--- src/rtl/addsub_pipe.sv ---
// Pipelined add/subtract unit: each stage resolves one SLICE-bit slice and hands its
// carry to the next. A single global advance either shifts or freezes the whole pipe.

module addsub_stage #(
  parameter int WIDTH = 32,
  parameter int SLICE = 8,
  parameter int IDX   = 0
) (
  input  logic             clk,
  input  logic             rst_n,
  input  logic             adv_i,
  input  logic             vld_i,
  input  logic             cin_i,
  input  logic [WIDTH-1:0] a_i,
  input  logic [WIDTH-1:0] bx_i,
  input  logic [WIDTH-1:0] res_i,
  output logic             vld_o,
  output logic             cout_o,
  output logic             ovf_o,
  output logic             zero_o,
  output logic [WIDTH-1:0] a_o,
  output logic [WIDTH-1:0] bx_o,
  output logic [WIDTH-1:0] res_o
);
  logic [SLICE:0]   sum;
  logic [WIDTH-1:0] res_d;
  logic             ovf_d, zero_d;
  logic             vld_q, cout_q, ovf_q, zero_q;
  logic [WIDTH-1:0] a_q, bx_q, res_q;

  always_comb begin
    sum   = {1'b0, a_i[IDX*SLICE +: SLICE]} + {1'b0, bx_i[IDX*SLICE +: SLICE]}
          + {{SLICE{1'b0}}, cin_i};
    res_d = res_i;
    res_d[IDX*SLICE +: SLICE] = sum[SLICE-1:0];
    // Flags are only consumed from the last stage, where res_d is fully resolved.
    ovf_d  = (a_i[WIDTH-1] == bx_i[WIDTH-1]) && (res_d[WIDTH-1] != a_i[WIDTH-1]);
    zero_d = (res_d == '0);
  end

  always_ff @(posedge clk or negedge rst_n) begin
    if (!rst_n) begin
      vld_q  <= 1'b0;
      cout_q <= 1'b0;
      ovf_q  <= 1'b0;
      zero_q <= 1'b0;
      a_q    <= '0;
      bx_q   <= '0;
      res_q  <= '0;
    end else if (adv_i) begin
      vld_q  <= vld_i;
      cout_q <= sum[SLICE];
      ovf_q  <= ovf_d;
      zero_q <= zero_d;
      a_q    <= a_i;
      bx_q   <= bx_i;
      res_q  <= res_d;
    end
  end

  assign vld_o  = vld_q;
  assign cout_o = cout_q;
  assign ovf_o  = ovf_q;
  assign zero_o = zero_q;
  assign a_o    = a_q;
  assign bx_o   = bx_q;
  assign res_o  = res_q;
endmodule

module addsub_pipe #(
  parameter int WIDTH = 32,
  parameter int SLICE = 8
) (
  input  logic             clk,
  input  logic             rst_n,
  input  logic             in_valid,
  output logic             in_ready,
  input  logic [WIDTH-1:0] in_a,
  input  logic [WIDTH-1:0] in_b,
  input  logic             in_sub,
  output logic             out_valid,
  input  logic             out_ready,
  output logic [WIDTH-1:0] out_result,
  output logic             out_cout,
  output logic             out_ovf,
  output logic             out_zero
);
  localparam int STAGES = WIDTH / SLICE;

  if (WIDTH < 2 || SLICE < 1 || (WIDTH % SLICE) != 0) begin : g_bad_cfg
    $error("addsub_pipe: WIDTH (%0d) must be >= 2 and a multiple of SLICE (%0d)", WIDTH, SLICE);
  end

  logic                       adv;
  logic [STAGES:0]            vld_pipe, c_pipe;
  logic [STAGES:0][WIDTH-1:0] a_pipe, bx_pipe, res_pipe;
  logic [STAGES-1:0]          ovf_st, zero_st;

  assign adv      = !out_valid || out_ready;
  assign in_ready = adv;

  // Entry point: B is inverted up front so every stage is a plain adder.
  assign vld_pipe[0] = in_valid;
  assign c_pipe[0]   = in_sub;
  assign a_pipe[0]   = in_a;
  assign bx_pipe[0]  = in_sub ? ~in_b : in_b;
  assign res_pipe[0] = '0;

  for (genvar k = 0; k < STAGES; k++) begin : g_stage
    addsub_stage #(.WIDTH(WIDTH), .SLICE(SLICE), .IDX(k)) u_stage (
      .clk    (clk),
      .rst_n  (rst_n),
      .adv_i  (adv),
      .vld_i  (vld_pipe[k]),
      .cin_i  (c_pipe[k]),
      .a_i    (a_pipe[k]),
      .bx_i   (bx_pipe[k]),
      .res_i  (res_pipe[k]),
      .vld_o  (vld_pipe[k+1]),
      .cout_o (c_pipe[k+1]),
      .ovf_o  (ovf_st[k]),
      .zero_o (zero_st[k]),
      .a_o    (a_pipe[k+1]),
      .bx_o   (bx_pipe[k+1]),
      .res_o  (res_pipe[k+1])
    );
  end

  assign out_valid  = vld_pipe[STAGES];
  assign out_result = res_pipe[STAGES];
  assign out_cout   = c_pipe[STAGES];
  assign out_ovf    = ovf_st[STAGES-1];
  assign out_zero   = zero_st[STAGES-1];
endmodule
--- config.mk ---
export PLATFORM = sky130hd
export DESIGN_NAME = addsub_pipe
export DESIGN_NICKNAME = d
export VERILOG_FILES = /design/src/rtl/addsub_pipe.sv
export SDC_FILE = /design/constraint.sdc
export NUM_CORES = 1
export LEC_CHECK = 0
export CORE_MARGIN = 2
export CORE_UTILIZATION = 31
export DETAILED_ROUTE_END_ITERATION = 8
export SYNTH_ARGS = -nofsm -noshare
export SYNTH_HDL_FRONTEND = slang
export SYNTH_SLANG_ARGS = --single-unit
export TNS_END_PERCENT = 50
--- constraint.sdc ---
create_clock -name clk -period 5.7 [get_ports clk]
set_clock_uncertainty 0.15 [all_clocks]
set_input_delay 1.71 -clock clk [delete_from_list [all_inputs] [get_ports clk]]
set_output_delay 1.71 -clock clk [all_outputs]
set_load 0.01 [all_outputs]
Word-level counts from Yosys, hierarchy flattened --
Index checks and enable logic that the tools add are counted.
Storage, ports and cells: output and inout bits 37, word-level logic and storage cells 36, input bits 69, register bits 282
Operators by class: equal/unequal tests 2, reduce and logical (&&, ||, !) cells 4, mux-type cells 1, bitwise logic cells 1, add/subtract/negate cells 8
Operators with widths (count):
- adder 8 x 8 -> 9 bit | 4
- adder 9 x 1 -> 9 bit | 4
- logical NOT 32 bit | 1
- two-way mux 32 bit | 1
- inverter 32 bit | 1
- == test 1 bit | 1
- logical AND 1 bit | 1
- logical NOT 1 bit | 1
- logical OR 1 bit | 1
- != test 1 bit | 1

Longest topological paths before layout --
Gate-level depths: netlist (run 1).
depth after elaboration 4, depth in mapped cells 10, mapped depth without buffers 10

By module --
From an unflattened synthesis (run 1), not the netlist that was laid out.
Unflattened totals: cell total of the unflattened synthesis 1146, area total of the unflattened synthesis 16812.4 um2
By module, submodules not included:
- addsub_stage (g_stage[3].u_stage) | cells an instance 276, area an instance 4129.0 um2, times used 1, seq. area each 2502.4 um2
- addsub_stage (g_stage[2].u_stage) | cells an instance 278, area an instance 4116.4 um2, times used 1, seq. area each 2502.4 um2
- addsub_stage (g_stage[1].u_stage) | cells an instance 278, area an instance 4112.7 um2, times used 1, seq. area each 2502.4 um2
- addsub_stage (g_stage[0].u_stage) | cells an instance 276, area an instance 4092.7 um2, times used 1, seq. area each 2502.4 um2
- addsub_pipe | cells an instance 38, area an instance 361.6 um2, times used 1, seq. area each 0.0 um2

Worst setup path after synthesis (run 1) --
OpenSTA, ideal clock, no wires.
path type input-to-output, from input out_ready, to output in_ready, arrival 2463 ps, setup slack 1377 ps, path buffers 2, cell stages on the path 4, cells stage by stage nor2b_1 inv_2 clkbuf_1 clkbuf_1
On the way: longest elaborated chain between the ends 1
RTL lines:
- from (decl) | line 82 | input logic out_ready,
- logical OR 1 bit | line 99 | assign adv = !out_valid || out_ready;
- to (decl) | line 77 | output logic in_ready,
Every way passes these cells.

Final worst setup path (run 1) --
Ends and elaborated chain as after synthesis.

==> impl_metrics.env, run 1 <==
export IMPL_status="complete, no violations"
export IMPL_cts_tree="built"
export IMPL_yosysUniqueCellTypes=38
export IMPL_multi_input_area_sq_um=3500
export IMPL_p_leak_nw=4.97
export IMPL_worst_pin_slew_ns=1.04
export IMPL_fin_crit_sh_pct=83.9
export IMPL_coreArea_sq_um=26800
export IMPL_wire_per_inst_um=13.2
export IMPL_vdd_ir_drop_max_mv=0.240
export IMPL_worstPathCellList="clkdlybuf4s50_1 > nor2b_4 > inv_4 > clkdlybuf4s50_1"
export IMPL_dr_max_layer_used="met4"
export IMPL_fin_cells=1368
export IMPL_worstPathArrival_ns=2.92
export IMPL_p_per_area_nw_per_um2=546
export IMPL_grt_pass1_vias=6039
export IMPL_io_pins=106
export IMPL_die_h_um=169
export IMPL_cts_root_buf="clkbuf_16"
export IMPL_required_ns=3.84
export IMPL_r2r_end="g_stage[3].u_stage.zero_o"
export IMPL_r2r_cells=7
export IMPL_nNetsFinal=1118
export IMPL_syn_area_sq_um=8400
export IMPL_cp_common_cell="clkdlybuf4s50_1"
export IMPL_min_period_ns=4.78
export IMPL_synth_cells=927
export IMPL_crit_type="primary input to primary output"
export IMPL_r2r_slack_ns=2.63
export IMPL_synth_compound_area_share_pct=7.85
export IMPL_cts_resized_gates=0
export IMPL_clkTransAtPathRegs_ns=0.07
export IMPL_min_path_cells=2
export IMPL_grt_max_degree=132
export IMPL_max_stage_delay_ns=0.55
export IMPL_worst_setup_path_end_kind="primary output"
export IMPL_holdBufCountCts=0
export IMPL_start_util_pct=31.3
export IMPL_slowest_stage="clkdlybuf4s50_1"
export IMPL_clk_latency_ns=0.43
export IMPL_ys_seq_area_share_pct=55.4
export IMPL_post_cts_setup_buffers=0
export IMPL_placed_cells=1336
export IMPL_rsz0062_at_grt="no"
export IMPL_ff_latch_area_sq_um=4650
export IMPL_diodes=0
export IMPL_dieArea_sq_um=28400
export IMPL_cts_made_buffers=17
export IMPL_nFillCells=2725
export IMPL_timing_hold_violations_final=0
export IMPL_fmax_ghz=0.209
export IMPL_via_per_inst=4.46
export IMPL_first_pass_iters=7
export IMPL_cap_violations=0
export IMPL_hp_class="register to register"
export IMPL_synth_seq_cells=186
export IMPL_hold_end="g_stage[3].u_stage.res_o[2]"
export IMPL_layout_drive_gt1_share_pct=4.87
export IMPL_crit_fanout=2
export IMPL_m1WireLength_mm=9.30
export IMPL_min_from="g_stage[3].u_stage.res_o[2]"
export IMPL_syn_nets=1031
export IMPL_synth_simple_area_share_pct=22.7
export IMPL_portBuffers=105
export IMPL_cts_sinks=186
export IMPL_tns_ns=0
export IMPL_startpoint="out_ready"
export IMPL_overflow=0
export IMPL_rows=60
export IMPL_grt_antenna_before_repair=0
export IMPL_drtAntennaViolNets=0
export IMPL_worstReg2RegStart="g_stage[3].u_stage.vld_o"
export IMPL_hpwl_mm=12.6
export IMPL_met2WireLength_mm=7.82
export IMPL_setup_viol=0
export IMPL_met3_length_um=654
export IMPL_synth_xor_area_share_pct=5.09
export IMPL_die_w_um=169
export IMPL_synth_top_family_by_area="simple AND/OR/NAND/NOR gates"
export IMPL_synthMuxAreaShare_pct=0.134
export IMPL_ys_warn_count=0
export IMPL_finalMaxSlewViolations=0
export IMPL_critPathLaunchType="primary input"
export IMPL_vias=6098
export IMPL_drtIter0Drc=359
export IMPL_maxSlewHeadroom_pct=30.8
export IMPL_grt_usage_pct=13.2
export IMPL_htree_levels=4
export IMPL_gp_congestion=0.810
export IMPL_totalWireLength_mm=18.0
export IMPL_synth_fa_ha_area_share_pct=5.84
export IMPL_grt_pass1_wl_mm=30.2
export IMPL_drc=0
export IMPL_ctsLongestPathBuffers=2
export IMPL_area_growth_pct=23.4
export IMPL_synth_area_per_cell_sq_um=9.06
[registers in the layout (all words and copies together) (netlist names)]
name                    flops
g_stage.u_stage.res_o      80
g_stage.u_stage.a_o        48
g_stage.u_stage.bx_o       48
g_stage.u_stage.cout_o      4
g_stage.u_stage.vld_o       4
g_stage.u_stage.ovf_o       1
g_stage.u_stage.zero_o      1
[logic make-up after synthesis]
logic type | count (synthesis)
xor gates and xnor gates | 48
AOI/OAI and AO/OA | 107
buffers and inverters | 62
and+or+nand+nor | 488
DFF | 186
muxes | 1
adders and majority gates | 35
[cell usage in the layout, fill, tap and decap left out, types with 4 or more instances in the layout]
master           netlist  layout
fa_1                   7       7
inv_6                  0       5
a31oi_1                4       4
nor4_1                 6       6
a21oi_1               17      17
a21o_1                 4       4
a211oi_1               4       4
inv_1                 17      17
xor2_1                12      12
dfrtp_1              186     186
buf_4                  0       7
o21ai_0               48      48
o21a_1                 6       6
o21bai_1               5       5
nand2_1              428     428
nor2_1                29      29
clkdlybuf4s50_1        0     103
ha_1                  28      28
xnor2_1               35      35
o31ai_1                9       9
clkbuf_16              0      17
nor3_1                11      11
[worst max-delay path: cells and delay by family]
family                 cells  cell delay (ns)
AND/OR/NAND/NOR            1             0.06
buffers and inverters      3             1.14
[layout make-up]
class | instances | area share [%]
Clock buffer | 19 | 4.37
Clock inverter | 13 | 1.51
Inverter | 18 | 0.676
Multi-Input combinational cell | 679 | 33.8
Sequential cell | 186 | 44.9
Tap cell | 341 | 4.12
Timing Repair Buffer | 112 | 10.6
[power breakdown]
group / switching [W] / internal, W / leakage (nW)
sequential: 0.000358 / 0.00191 / 2.25
combinational: 0.00123 / 0.000972 / 2.43
clock: 0.000522 / 0.000682 / 0.293
[worst max path at each step]
stage / to / slack [ns] / depth (start not counted)
CTS: in_ready / 0.92 / 4
detailed placement: g_stage[3].u_stage.zero_o / 0.81 / 8
global route: in_ready / 0.90 / 4
floorplan: in_ready / 1.38 / 4
global placement: g_stage[3].u_stage.zero_o / 0.84 / 8
finish: in_ready / 0.92 / 4
[metal layers]
layer  vias up  global-route usage, %
met3        16                   3.02
met1      2850                   19.0
met4         0                   3.97
met2       104                   19.8
met5         -                      0
li1       3128                      -
[stage by stage]
stage / power, W / hold slack [ns] / cell area, sq um / setup slack [ns] / util, %
6_report: 0.00566 / 0.315 / 10400 / 0.920 / 38.7
4_1_cts: 0.00575 / 0.321 / 10400 / 0.915 / 38.7
5_1_grt: 0.00614 / 0.328 / 10400 / 0.899 / 38.7
2_1_floorplan: 0.00370 / 0.280 / 8400 / 1.38 / -
3_5_place_dp: 0.00452 / 0.305 / 9760 / 0.808 / 36.4
3_3_place_gp: 0.00446 / 0.300 / 9760 / 0.835 / 36.4
[Yosys cell counts, drive strengths merged]
master	instances	area, sq um
and3b	3	26.3
a211oi	6	55.1
xor2	13	121
clkbuf	31	116
nor2	29	109
xnor2	35	307
a21boi	1	7.51
buf	13	63.8
inv	18	67.6
o21ai	50	250
o21a	6	45.0
ha	28	350
o31ai	9	67.6
a31oi	4	25.0
and3	1	6.26
o211a	2	20.0
o21bai	6	48.8
nand2	428	1610
nand4	2	12.5
a2111oi	1	15.0
mux2	1	11.3
or3	3	23.8
nor4	6	37.5
dfrtp	186	4650
nand2b	1	6.26
a21o	4	30.0
a21oi	17	85.1
a32o	1	10.0
fa	7	140
nor3	11	55.1
nor2b	4	25.0
(Power assumes the default switching activity.)
==> run 2: changes to the inputs <==
clock period = 4.27 ns   (was 5.7 ns; I/O delays follow)
==> impl_metrics.env, run 2 (synthesized netlist as in run 1, its figures left out) <==
export IMPL_status="complete, no violations"
export IMPL_io_pins=106
export IMPL_post_cts_setup_buffers=0
export IMPL_cp_common_cell="clkdlybuf4s50_1"
export IMPL_drtAntennaViolNets=0
export IMPL_p_total_w=0.00755
export IMPL_totalWireLength_mm=18.6
export IMPL_layout_drive_gt1_share_pct=4.59
export IMPL_hp_class="register to register"
export IMPL_grt_pass1_vias=6118
export IMPL_gp_congestion=0.774
export IMPL_overflow=0
export IMPL_max_stage_delay_ns=0.55
export IMPL_worst_setup_path_end_kind="primary output"
export IMPL_cts_resized_gates=0
export IMPL_grtUsageMet1_pct=19.7
export IMPL_crit_type="primary input to primary output"
export IMPL_fin_util_pct=38.7
export IMPL_hpwl_mm=12.8
export IMPL_rows=60
export IMPL_crit_fanout=2
export IMPL_worstPathArrival_ns=2.51
export IMPL_grt_antenna_before_repair=0
export IMPL_ctsLongestPathBuffers=2
export IMPL_start_util_pct=31.3
export IMPL_multi_input_area_sq_um=3500
export IMPL_slowest_stage="clkdlybuf4s50_1"
export IMPL_use_met2_pct=20.7
export IMPL_setup_slack_ns=0.330
export IMPL_grtUsageMet3_pct=2.74
export IMPL_required_ns=2.84
export IMPL_fmax_ghz=0.254
export IMPL_grt_usage_pct=13.7
export IMPL_worst_pin_slew_ns=0.932
export IMPL_worstPathCellList="clkdlybuf4s50_1 > nor2b_4 > inv_4 > clkdlybuf4s50_1"
export IMPL_area_growth_pct=23.4
export IMPL_grt_max_degree=212
export IMPL_nNetsFinal=1116
export IMPL_portBuffers=105
export IMPL_cts_made_buffers=17
export IMPL_holdBufCountCts=0
export IMPL_setup_viol=0
export IMPL_top_usage_layer="met2"
export IMPL_final_common_cell="nand2_1"
export IMPL_diodes=0
export IMPL_clk_latency_ns=0.44
export IMPL_min_period_ns=3.94
export IMPL_p_leak_nw=4.96
export IMPL_rsz0062_at_grt="no"
export IMPL_cts_root_buf="clkbuf_16"
export IMPL_wire_per_inst_um=13.6
export IMPL_fin_crit_sh_pct=92.3
export IMPL_ff_latch_area_sq_um=4650
export IMPL_vdd_ir_drop_max_mv=0.401
export IMPL_cts_sinks=186
export IMPL_clkTransAtPathRegs_ns=0.07
export IMPL_drtIter0Drc=387
export IMPL_place_ws_ns=0.324
export IMPL_tns_ns=0
export IMPL_coreArea_sq_um=26800
export IMPL_die_h_um=169
export IMPL_largest_register_ffs=80
export IMPL_grt_pass1_wl_mm=31.0
export IMPL_fin_cells=1366
export IMPL_cts_tree="built"
export IMPL_drc=0
export IMPL_critPathLaunchType="primary input"
export IMPL_mostFrequentLayoutCells="nand2_1, dfrtp_1, clkdlybuf4s50_1"
export IMPL_via_per_inst=4.42
export IMPL_htree_levels=4
export IMPL_nFillCells=2724
export IMPL_dieArea_sq_um=28400
export IMPL_timing_hold_violations_final=0
export IMPL_maxSlewHeadroom_pct=37.9
export IMPL_die_w_um=169
export IMPL_vias=6041
export IMPL_placed_cells=1334
export IMPL_finalMaxSlewViolations=0
export IMPL_cap_violations=0
export IMPL_p_per_area_nw_per_um2=729
export IMPL_first_pass_iters=4
run 2: cell count changes in the layout (fill, tap and decap cells not counted), sizes merged:
cell	before	now
buf	8	6
bufinv	2	1
clkbuf	20	19
inv	24	25
clkinvlp	2	1
clkinv	3	5
run 2: routing by layer:
metal / vias to the layer above / part of all wire, %
met5: - / 0
met1: 2801 / 50
met4: 0 / 1.5
met2: 106 / 45
li1: 3119 / -
met3: 15 / 3.9
run 2: path summary, 6_finish.rpt:
path	startpoint	endpoint	slack, ns	depth (start not counted)
setup / recovery	out_ready	in_ready	0.33	4
hold / removal	g_stage[0].u_stage.bx_o[25]	g_stage[1].u_stage.bx_o[25]	0.31	2
setup reg to reg	g_stage[2].u_stage.a_o[24]	g_stage[3].u_stage.zero_o	1.46	8
hold reg to reg	g_stage[0].u_stage.bx_o[25]	g_stage[1].u_stage.bx_o[25]	0.31	2
max in group asynchronous	rst_n	g_stage[2].u_stage.res_o[8]	2.28	2
min in group asynchronous	rst_n	g_stage[0].u_stage.bx_o[19]	0.75	1
run 2: critical path, delay by kind of cell:
kind	cells	cell delay [ns]
buf+inv	3	1.16
simple gates	1	0.06
run 2: power breakdown:
part           switching, W  total (W)  internal, W
combinational       0.00163    0.00294      0.00131
sequential         0.000507    0.00305      0.00254
clock              0.000733    0.00157     0.000832
run 2: through the flow:
step	hold slack (ns)	area (sq um)
floorplan	0.280	8400
global placement	0.298	9780
detailed placement	0.305	9780
CTS	0.320	10400
global route	0.337	10400
finish	0.315	10400
run 2: final cells by class:
type | count | area share [%]
flip-flops and latches | 186 | 44.9
multi-input cells | 679 | 33.8
repair buffers | 110 | 10.8
clock buffers | 18 | 4.14
well taps | 341 | 4.12
clock inverters | 14 | 1.52
inverters | 18 | 0.676
==> run 3: changes to the inputs <==
CAP_MARGIN = 10   (was unset)
==> results of run 3 <==
No change in the layout: final DEF, timing and power equal those of run 2.
